**config.mk**
```make
export PLATFORM = sky130hd
export DESIGN_NAME = rs_decode_sched
export DESIGN_NICKNAME = d
export VERILOG_FILES = /design/src/rtl/rs_pkg.sv /design/src/rtl/rs_rr_arbiter.sv /design/src/rtl/rs_decode_sched.sv
export SDC_FILE = /design/constraint.sdc
export NUM_CORES = 1
export LEC_CHECK = 0
export ABC_AREA = 1
export BUFFER_PORTS_ARGS = -buffer_cell sky130_fd_sc_hd__clkbuf_2
export CORE_MARGIN = 3
export CORE_UTILIZATION = 45
export CTS_BUF_LIST = sky130_fd_sc_hd__clkbuf_16
export DETAILED_ROUTE_END_ITERATION = 7
export GPL_ROUTABILITY_DRIVEN = 0
export PLACE_DENSITY = 0.8
export SLEW_MARGIN = 30
export SYNTH_ARGS = -nofsm -noshare
export SYNTH_HDL_FRONTEND = slang
export SYNTH_SLANG_ARGS = --single-unit
```
**constraint.sdc**
```tcl
create_clock -name clk -period 1.9 [get_ports clk]
set_clock_uncertainty 0.1 [all_clocks]
set_input_delay 0.095 -clock clk [delete_from_list [all_inputs] [get_ports clk]]
set_output_delay 0.095 -clock clk [all_outputs]
set_load 0.1 [all_outputs]
```
**src/rtl/rs_pkg.sv**
```systemverilog
// Shared RS(15,9) GF(16) constants and the decode scheduler state type.
package rs_pkg;

    localparam int RS_N    = 15;
    localparam int RS_K    = 9;
    localparam int SYM_W   = 4;
    localparam int WORD_W  = RS_N * SYM_W;
    localparam int MSG_W   = RS_K * SYM_W;
    localparam int MSG_LSB = (RS_N - RS_K) * SYM_W;

    typedef enum logic [1:0] {
        IDLE,
        WAIT,
        RESP
    } sched_state_t;

endpackage

```
**src/rtl/rs_rr_arbiter.sv**
```systemverilog
// Combinational round-robin pick: first set request after ptr, wrapping modulo N_REQ.
module rs_rr_arbiter #(
    parameter int N_REQ = 2,
    parameter int ID_W  = 1
) (
    input  logic [N_REQ-1:0] req,
    input  logic [ID_W-1:0]  ptr,
    output logic [N_REQ-1:0] grant
);

    logic found;

    // Offset k walks ptr+1, ptr+2, ... so the last winner has lowest priority.
    always_comb begin
        grant = '0;
        found = 1'b0;
        for (int k = 1; k <= N_REQ; k++) begin
            for (int r = 0; r < N_REQ; r++) begin
                if (!found && req[r] && (r == ((int'(ptr) + k) % N_REQ))) begin
                    grant[r] = 1'b1;
                    found    = 1'b1;
                end
            end
        end
    end

endmodule

```
**src/rtl/rs_decode_sched.sv**
```systemverilog
// Shares one RS(15,9) decoder between N_REQ requesters: round-robin grant,
// toggle-launched decode, settle plus busy wait with timeout, valid/ready result.
module rs_decode_sched
    import rs_pkg::*;
#(
    parameter int N_REQ   = 2,
    parameter int DEC_LAT = 2,
    parameter int TIMEOUT = 15,
    localparam int ID_W   = (N_REQ > 1) ? $clog2(N_REQ) : 1
) (
    input  logic                    clk,
    input  logic                    rst_n,
    input  logic [N_REQ-1:0]        req_valid,
    input  logic [N_REQ*WORD_W-1:0] req_word,
    output logic [N_REQ-1:0]        req_ready,
    output logic                    rsp_valid,
    input  logic                    rsp_ready,
    output logic [MSG_W-1:0]        rsp_msg,
    output logic [ID_W-1:0]         rsp_id,
    output logic                    rsp_timeout,
    output logic [WORD_W-1:0]       dec_word,
    output logic                    dec_start,
    input  logic                    dec_busy,
    input  logic [MSG_W-1:0]        dec_msg
);

    localparam int CNT_W = (DEC_LAT > 0) ? $clog2(DEC_LAT + 1) : 1;
    localparam int TMO_W = (TIMEOUT > 0) ? $clog2(TIMEOUT + 1) : 1;

    sched_state_t      state;
    sched_state_t      stateNext;
    logic [ID_W-1:0]   ptr;
    logic [CNT_W-1:0]  cnt;
    logic [TMO_W-1:0]  tmo;
    logic [N_REQ-1:0]  grant;
    logic [ID_W-1:0]   grantIdx;
    logic [WORD_W-1:0] selWord;
    logic              accept;
    logic              tmoDone;
    logic              capture;

    rs_rr_arbiter #(
        .N_REQ(N_REQ),
        .ID_W (ID_W)
    ) arbiter (
        .req  (req_valid),
        .ptr  (ptr),
        .grant(grant)
    );

    always_comb begin
        grantIdx = '0;
        selWord  = '0;
        for (int r = 0; r < N_REQ; r++) begin
            if (grant[r]) begin
                grantIdx = ID_W'(r);
                selWord  = req_word[r*WORD_W +: WORD_W];
            end
        end
    end

    assign req_ready = (rst_n && state == IDLE) ? grant : '0;
    assign rsp_valid = (state == RESP);
    assign accept    = (state == IDLE) && (|grant);
    // Forced capture happens one cycle after tmo reaches TIMEOUT with busy still high.
    assign tmoDone   = (tmo == TMO_W'(TIMEOUT));
    assign capture   = (state == WAIT) && (cnt == '0) && (!dec_busy || tmoDone);

    always_comb begin
        stateNext = state;
        case (state)
            IDLE:    if (accept)    stateNext = WAIT;
            WAIT:    if (capture)   stateNext = RESP;
            RESP:    if (rsp_ready) stateNext = IDLE;
            default:                stateNext = IDLE;
        endcase
    end

    always_ff @(posedge clk) begin
        if (!rst_n) begin
            state       <= IDLE;
            ptr         <= ID_W'(N_REQ - 1);
            cnt         <= '0;
            tmo         <= '0;
            dec_start   <= 1'b0;
            dec_word    <= '0;
            rsp_msg     <= '0;
            rsp_id      <= '0;
            rsp_timeout <= 1'b0;
        end else begin
            state <= stateNext;
            if (accept) begin
                dec_word  <= selWord;
                rsp_id    <= grantIdx;
                dec_start <= ~dec_start;
                ptr       <= grantIdx;
                cnt       <= CNT_W'(DEC_LAT);
                tmo       <= '0;
            end
            if (state == WAIT) begin
                if (cnt != '0) begin
                    cnt <= cnt - CNT_W'(1);
                end else if (capture) begin
                    rsp_msg     <= dec_msg;
                    rsp_timeout <= dec_busy;
                end else begin
                    tmo <= tmo + TMO_W'(1);
                end
            end
        end
    end

endmodule

```
==> results_dict.tcl, run 1 <==
set metrics [dict create \
    status "finished, final reports clean" \
    final_net_count 1231 \
    critical_path.cell_chain "nand2_1 -> nand3_1 -> nand2_2 -> buf_4 -> a21oi_1 -> and2_1" \
    worst_ir_drop_vdd_v 0.0006297 \
    syn-mean-instance-area_sq_um 6.899 \
    seq_power_share 0.327 \
    die_width_um 110.3 \
    maxClockFrequency_mhz 553.6 \
    synthesis.area_sq_mm 0.004898 \
    initial_core_util 0.4682 \
    antenna_left 0 \
    mappedNetlistNets 873 \
    report.final.hold_viol_count 0 \
    cp_data_required_time_ns 2.03 \
    global_route.usage.total 0.2963 \
    worst_ep_arrival_time_ns 1.94 \
    total_i_o_pin_count 264 \
    slew_at_the_pin_closest_to_its_max_slew_limit_ns 0.6519 \
    switchingPower_mw 4.074 \
    die_height_um 110.3 \
    path_clk_slew_ns 0.07 \
    port_buffers 263 \
    cts_sink_count 108 \
    numCtsBuffers 9 \
    synth_warnings 0 \
    worst-path-buf-inv 1 \
    flop2flop_setup_slack_ns 0.09 \
    cap_viol_max_count 0 \
    nFillCells 728 \
    wire_length_of_the_first_global_routing_pass_mm 28.28 \
    route.detailed.drc 0 \
    synth_top_area_cell "sky130_fd_sc_hd__dfxtp_1" \
    most-common-layout-cells "261 x sky130_fd_sc_hd__clkbuf_2, 173 x sky130_fd_sc_hd__nand2_1, 118 x sky130_fd_sc_hd__dlygate4sd3_1" \
    avgRoutedWirePerCell_um 15.48 \
    antennaDiodeCount 0 \
    setup_total_negative_slack_ns 0 \
    depth_of_the_worst_register_to_register_path 6 \
    clock_power_share 0.204 \
    place.detailed.hpwl_mm 10.60 \
    cts-htree-levels 3 \
    grt_pass1_vias 5951 \
    max_stage_delay_ns 0.49 \
    endpoint_kind "register" \
    grt_antenna_before_repair 0 \
    synth_cell_types 24 \
    fp.dieArea_sq_mm 0.01217 \
    maxSlewHeadroom 0.5643 \
    floorplan.rows 37 \
    critical_path.top_delay_family "simple AND/OR/NAND/NOR gates" \
    min_delay_worst_endpoint "dec_word[52]$_SDFFE_PN0P_" \
    final_report_max_slew_violation_count 0 \
    setup.worst_path.start_class "register" \
    cts_tree "built" \
    floorplan.core_area_sq_mm 0.01046 \
    critPathSlowestCell "sky130_fd_sc_hd__buf_4" \
    power_switching_share 0.4847 \
    detail_route.wirelength_mm 18.70 \
    internal_pwr_total_mw 4.331 \
    critical_path_class "register to register" \
    netlist_instances 710 \
    grt_start_max_net_pins 59 \
    via_count 6248 \
    hold_start "req_word[112]" \
    power_density_mw_per_mm2 1081 \
    p_comb_frac 0.469 \
    ys_seq_elements 108 \
    clk_latency_ns 0.33 \
    worstHoldPathCells 4 \
    area_delta_synth_final_pct 58.70 \
    timing.hold.worst.class "input port to register" \
    clockRootBuffer "sky130_fd_sc_hd__clkbuf_16" \
    timing.rr.end "dec_word[28]$_SDFFE_PN0P_" \
    vias_per_cell 5.172 \
    max-clock-path-buffers 2 \
    drt-pass1-iter-count 6 \
    finish.utilization 0.7430 \
    post-route-min-period_ns 1.806 \
    cp_max_fo 56 \
    setup-violations-final 0 \
    yosys-top-cells-area "sky130_fd_sc_hd__dfxtp_1 44%, sky130_fd_sc_hd__nand2_1 13%, sky130_fd_sc_hd__nand3_1 8.6%, sky130_fd_sc_hd__a21oi_1 6.6%, sky130_fd_sc_hd__nor2_1 6.0%" \
    final_common_cell "sky130_fd_sc_hd__clkbuf_2" \
    timing.final.crit_share 0.9507 \
    synth.yosys.seq_area_share 0.4414 \
    synth_top_cell_area_share 0.4414 \
    cellLeakagePower_nw 3.857 \
    post_route_cells_drive_above_1_share 0.2910 \
    gr-total-overflow 0 \
    total_power_mw 8.405 \
    regToRegStartpoint "ptr$_SDFFE_PN1P_" \
    drt_iter0_drc 594 \
    rsz0062_at_grt "false" \
]
[Yosys cell counts, drive strengths merged]
cell type / n
nand2: 175
dfxtp: 108
nor2: 89
nand3: 84
a21oi: 66
inv: 56
and2: 41
o21ai: 38
buf: 32
clkbuf: 15
and3: 2
clkinv: 1
ha: 1
o211ai: 1
or2: 1
[state kept, by name, summed over array words and instances (netlist names)]
signal and cells:
dec_word 60, rsp_msg 36, tmo 4, cnt 2, state 2, dec_start 1, ptr 1, rsp_id 1
rsp_timeout 1
[how the worst max path moves through the flow]
| stage | slack, ns | cells past startpoint | endpoint | startpoint |
|---|---|---|---|---|
| 4_1_cts | 0.19 | 6 | dec_word[44]$_SDFFE_PN0P_ | ptr$_SDFFE_PN1P_ |
| 5_1_grt | 0.01 | 6 | dec_word[31]$_SDFFE_PN0P_ | ptr$_SDFFE_PN1P_ |
| 3_5_place_dp | 0.21 | 6 | dec_word[29]$_SDFFE_PN0P_ | ptr$_SDFFE_PN1P_ |
| 3_3_place_gp | 0.27 | 6 | dec_word[54]$_SDFFE_PN0P_ | ptr$_SDFFE_PN1P_ |
| 6_report | 0.09 | 6 | dec_word[28]$_SDFFE_PN0P_ | ptr$_SDFFE_PN1P_ |
| 2_1_floorplan | 0.16 | 4 | req_ready[0] | ptr$_SDFFE_PN1P_ |
[kinds of logic (layout without fill, tap and decap cells)]
| logic type | after synthesis | after routing | share of synthesized area |
|---|---|---|---|
| buffers and inverters | 104 | 466 | 0.09578 |
| AND/OR/NAND/NOR | 392 | 392 | 0.3510 |
| AO/OA/AOI/OAI | 105 | 105 | 0.1093 |
| adder cells (fa/ha/maj) | 1 | 1 | 0.002554 |
| flip-flops | 108 | 108 | 0.4414 |
[power by group through the flow]
stage / sequential [mW] / clock [mW] / combinational, mW
5_1_grt: 2.78 / 1.82 / 4.14
4_1_cts: 2.73 / 1.75 / 3.87
3_3_place_gp: 2.77 / 0 / 3.65
6_report: 2.75 / 1.71 / 3.94
3_5_place_dp: 2.78 / 0 / 3.67
2_1_floorplan: 4.76 / 0 / 0.980
[area by class of cell]
class                   count  area (sq um)  share of cell area
repair buffers            394          2675              0.3441
multi-input cells         498          2285              0.2939
flip-flops and latches    108          2162              0.2781
clock buffers               9         225.2             0.02897
inverters                  57         215.2             0.02768
well taps                 136         170.2             0.02189
clock inverters             6         41.29            0.005311
[worst register-to-register path, cell delays in order (launching register included)]
cell,delay [ns]
sky130_fd_sc_hd__dfxtp_1,0.36
sky130_fd_sc_hd__nand2_1,0.16
sky130_fd_sc_hd__nand3_1,0.11
sky130_fd_sc_hd__nand2_2,0.09
sky130_fd_sc_hd__buf_4,0.49
sky130_fd_sc_hd__a21oi_1,0.21
sky130_fd_sc_hd__and2_1,0.19
[metrics by stage]
| stage | setup WS, ns | cell area, sq um | cells | hold WS [ns] |
|---|---|---|---|---|
| 4_1_cts | 0.1914 | 7774 | 1208 | 0.0001907 |
| 6_report | 0.09363 | 7774 | 1208 | 0.004481 |
| 3_3_place_gp | 0.2654 | 6326 | 1075 | 0.2467 |
| 2_1_floorplan | 0.1558 | 4901 | 710 | 0.1577 |
| 3_5_place_dp | 0.2100 | 6326 | 1075 | 0.2525 |
| 5_1_grt | 0.01215 | 7774 | 1208 | 0.02736 |
[what timing repair did]
item | CTS | global route
setup buffers | 0 | 0
resized for setup | 0 | 0
endpoints found under the hold margin | 82 | 0
hold buffers | 118 | 0
[metal layers]
metal / part of all wire / up-vias / track usage / wire length [um]
li1: - / 2948 / - / -
met1: 0.35 / 2760 / 0.3270 / 6542
met2: 0.48 / 432 / 0.4909 / 9052
met3: 0.11 / 108 / 0.08561 / 1972
met4: 0.061 / 0 / 0.2032 / 1133
met5: 0 / - / 0 / 0
Power figures use the tool's default switching activity.
==> run 2: changes to the inputs <==
- CORE_MARGIN: 3 -> 1.5
- CORE_UTILIZATION: 45 -> 49
- PLACE_DENSITY: 0.8 -> 0.87
- clock period: 1.9 -> 2.3 ns (I/O delays scaled with it)
==> run 2 against run 1 <==
Net effect: die area down 13%; via count shrank 9.6%; worst setup slack improved by 0.022 ns; register-to-register slack better by 0.02 ns; global-route usage decreased by 0.84 points; critical path depth grew 1; clock power down 9.9%; non-clock buffer count is 73 lower; design area shrank 9.1%; core utilization shrank 1.6 points; critical endpoint is now dec_word[40]$_SDFFE_PN0P_; largest power group unchanged; highest routed layer unchanged.
==> results_dict.tcl, run 2 (same netlist as run 1, synthesis figures left out) <==
set metrics [dict create \
    status "finished, final reports clean" \
    max-clock-path-buffers 2 \
    antennaDiodeCount 0 \
    gr-total-overflow 0 \
    route.detailed.drc 0 \
    rsz0062_at_grt "false" \
    grt_pass1_vias 5206 \
    setup-violations-final 0 \
    area_delta_synth_final_pct 44.32 \
    most-common-layout-cells "261 x sky130_fd_sc_hd__clkbuf_2, 173 x sky130_fd_sc_hd__nand2_1, 108 x sky130_fd_sc_hd__dfxtp_1" \
    wire_length_of_the_first_global_routing_pass_mm 23.93 \
    cts-htree-levels 3 \
    total_i_o_pin_count 264 \
    floorplan.rows 36 \
    global_route.usage.total 0.2878 \
    vias_per_cell 4.984 \
    timing.final.crit_share 0.9498 \
    worst_ep_arrival_time_ns 2.32 \
    final_common_cell "sky130_fd_sc_hd__clkbuf_2" \
    endpoint_kind "register" \
    maxClockFrequency_mhz 457.7 \
    timing.hold.worst.class "input port to register" \
    drt-pass1-iter-count 5 \
    grt_start_max_net_pins 69 \
    die_width_um 103.0 \
    post_route_cells_drive_above_1_share 0.3110 \
    numCtsBuffers 9 \
    clk_latency_ns 0.33 \
    maxSlewHeadroom 0.5234 \
    post-route-min-period_ns 2.185 \
    fp.dieArea_sq_mm 0.01061 \
    setup_total_negative_slack_ns 0 \
    die_height_um 103.0 \
    grt_antenna_before_repair 0 \
    critical_path.cell_chain "nor2_1 -> nand2_2 -> clkinv_2 -> buf_12 -> nand3_1 -> dlygate4sd3_1 -> and2_1" \
    postCtsSetupRepairBufs 0 \
    final_report_max_slew_violation_count 0 \
    reg_top3 "dec_word (60), rsp_msg (36), tmo (4)" \
    path_clk_slew_ns 0.07 \
    cp_max_fo 26 \
    floorplan.core_area_sq_mm 0.009729 \
    nFillCells 760 \
    cellLeakagePower_nw 3.568 \
    placement_stage_cell_area_sq_mm 0.006285 \
    max_stage_delay_ns 0.58 \
    avgRoutedWirePerCell_um 14.11 \
    critPathSlowestCell "sky130_fd_sc_hd__dlygate4sd3_1" \
    cap_viol_max_count 0 \
    final_net_count 1158 \
    cts_sink_count 108 \
    slew_at_the_pin_closest_to_its_max_slew_limit_ns 0.7150 \
    report.final.hold_viol_count 0 \
    place.detailed.hpwl_mm 10.48 \
    power_density_mw_per_mm2 982.2 \
    via_count 5647 \
    port_buffers 263 \
    detail_route.wirelength_mm 15.99 \
    largest_register_ff_count 60 \
    critical_path_class "register to register" \
    post-route-cell-area_sq_mm 0.007069 \
    clockRootBuffer "sky130_fd_sc_hd__clkbuf_16" \
    cts_tree "built" \
    antenna_left 0 \
    drt_iter0_drc 211 \
    worst_ir_drop_vdd_v 0.0005184 \
    largest-register "dec_word" \
    setup.worst_path.start_class "register" \
    cp_data_required_time_ns 2.44 \
    initial_core_util 0.5035 \
]
-- run 2: per-layer routing --
layer  GRT usage  routed length, um
met4      0.1299                486
met2      0.5086               7856
met5           0                  0
met3     0.08746               1579
met1      0.3176               6066
-- run 2: metrics by stage --
| step | hold WS [ns] | instances | utilization | setup slack, ns | power (mW) |
|---|---|---|---|---|---|
| 3_3_place_gp | 0.2647 | 1070 | 0.6460 | 0.5496 | 5.272 |
| 2_1_floorplan | 0.1777 | 710 | - | 0.1979 | 4.745 |
| 6_report | 0.004721 | 1133 | 0.7266 | 0.1154 | 6.944 |
| 3_5_place_dp | 0.2726 | 1070 | 0.6460 | 0.4803 | 5.309 |
| 4_1_cts | 0.001451 | 1132 | 0.7239 | 0.1068 | 6.905 |
| 5_1_grt | 0.01487 | 1133 | 0.7266 | 0.01167 | 7.239 |
-- run 2: path summary, 6_finish.rpt --
check	cells past startpoint	start	slack, ns	endpoint
min	4	req_word[28]	0.005	dec_word[28]$_SDFFE_PN0P_
min reg2reg	2	dec_word[0]$_SDFFE_PN0P_	0.37	dec_word[0]$_SDFFE_PN0P_
max reg2reg	7	state[0]$_SDFFE_PN0P_	0.12	dec_word[40]$_SDFFE_PN0P_
max	7	state[0]$_SDFFE_PN0P_	0.12	dec_word[40]$_SDFFE_PN0P_
-- run 2: worst max-delay path: cells and delay by family, from the launching register on --
family,cells,cell delay (ns)
buffers and inverters,3,0.97
DFF,1,0.34
and+or+nand+nor,4,0.66
-- run 2: timing repair --
action | 4_1_cts | 5_1_grt
endpoints found under the setup margin | 0 | 3
gates resized for setup | 0 | 1
hold buffers | 46 | 0
endpoints found under the hold margin | 43 | 0
-- run 2: area by class of cell --
class / instances / area, sq um / share of cell area
multi-input cells: 498 / 2275 / 0.3218
well taps: 133 / 166.4 / 0.02354
flip-flops and latches: 108 / 2162 / 0.3058
clock buffers: 9 / 225.2 / 0.03186
repair buffers: 321 / 1952 / 0.2761
clock inverters: 7 / 72.57 / 0.01027
inverters: 57 / 216.5 / 0.03062
-- run 2: where the power goes --
part           switching, mW  total (mW)  internal [mW]
registers              0.143        2.26           2.12
clock network          0.696        1.54          0.849
logic                   2.48        3.14          0.662
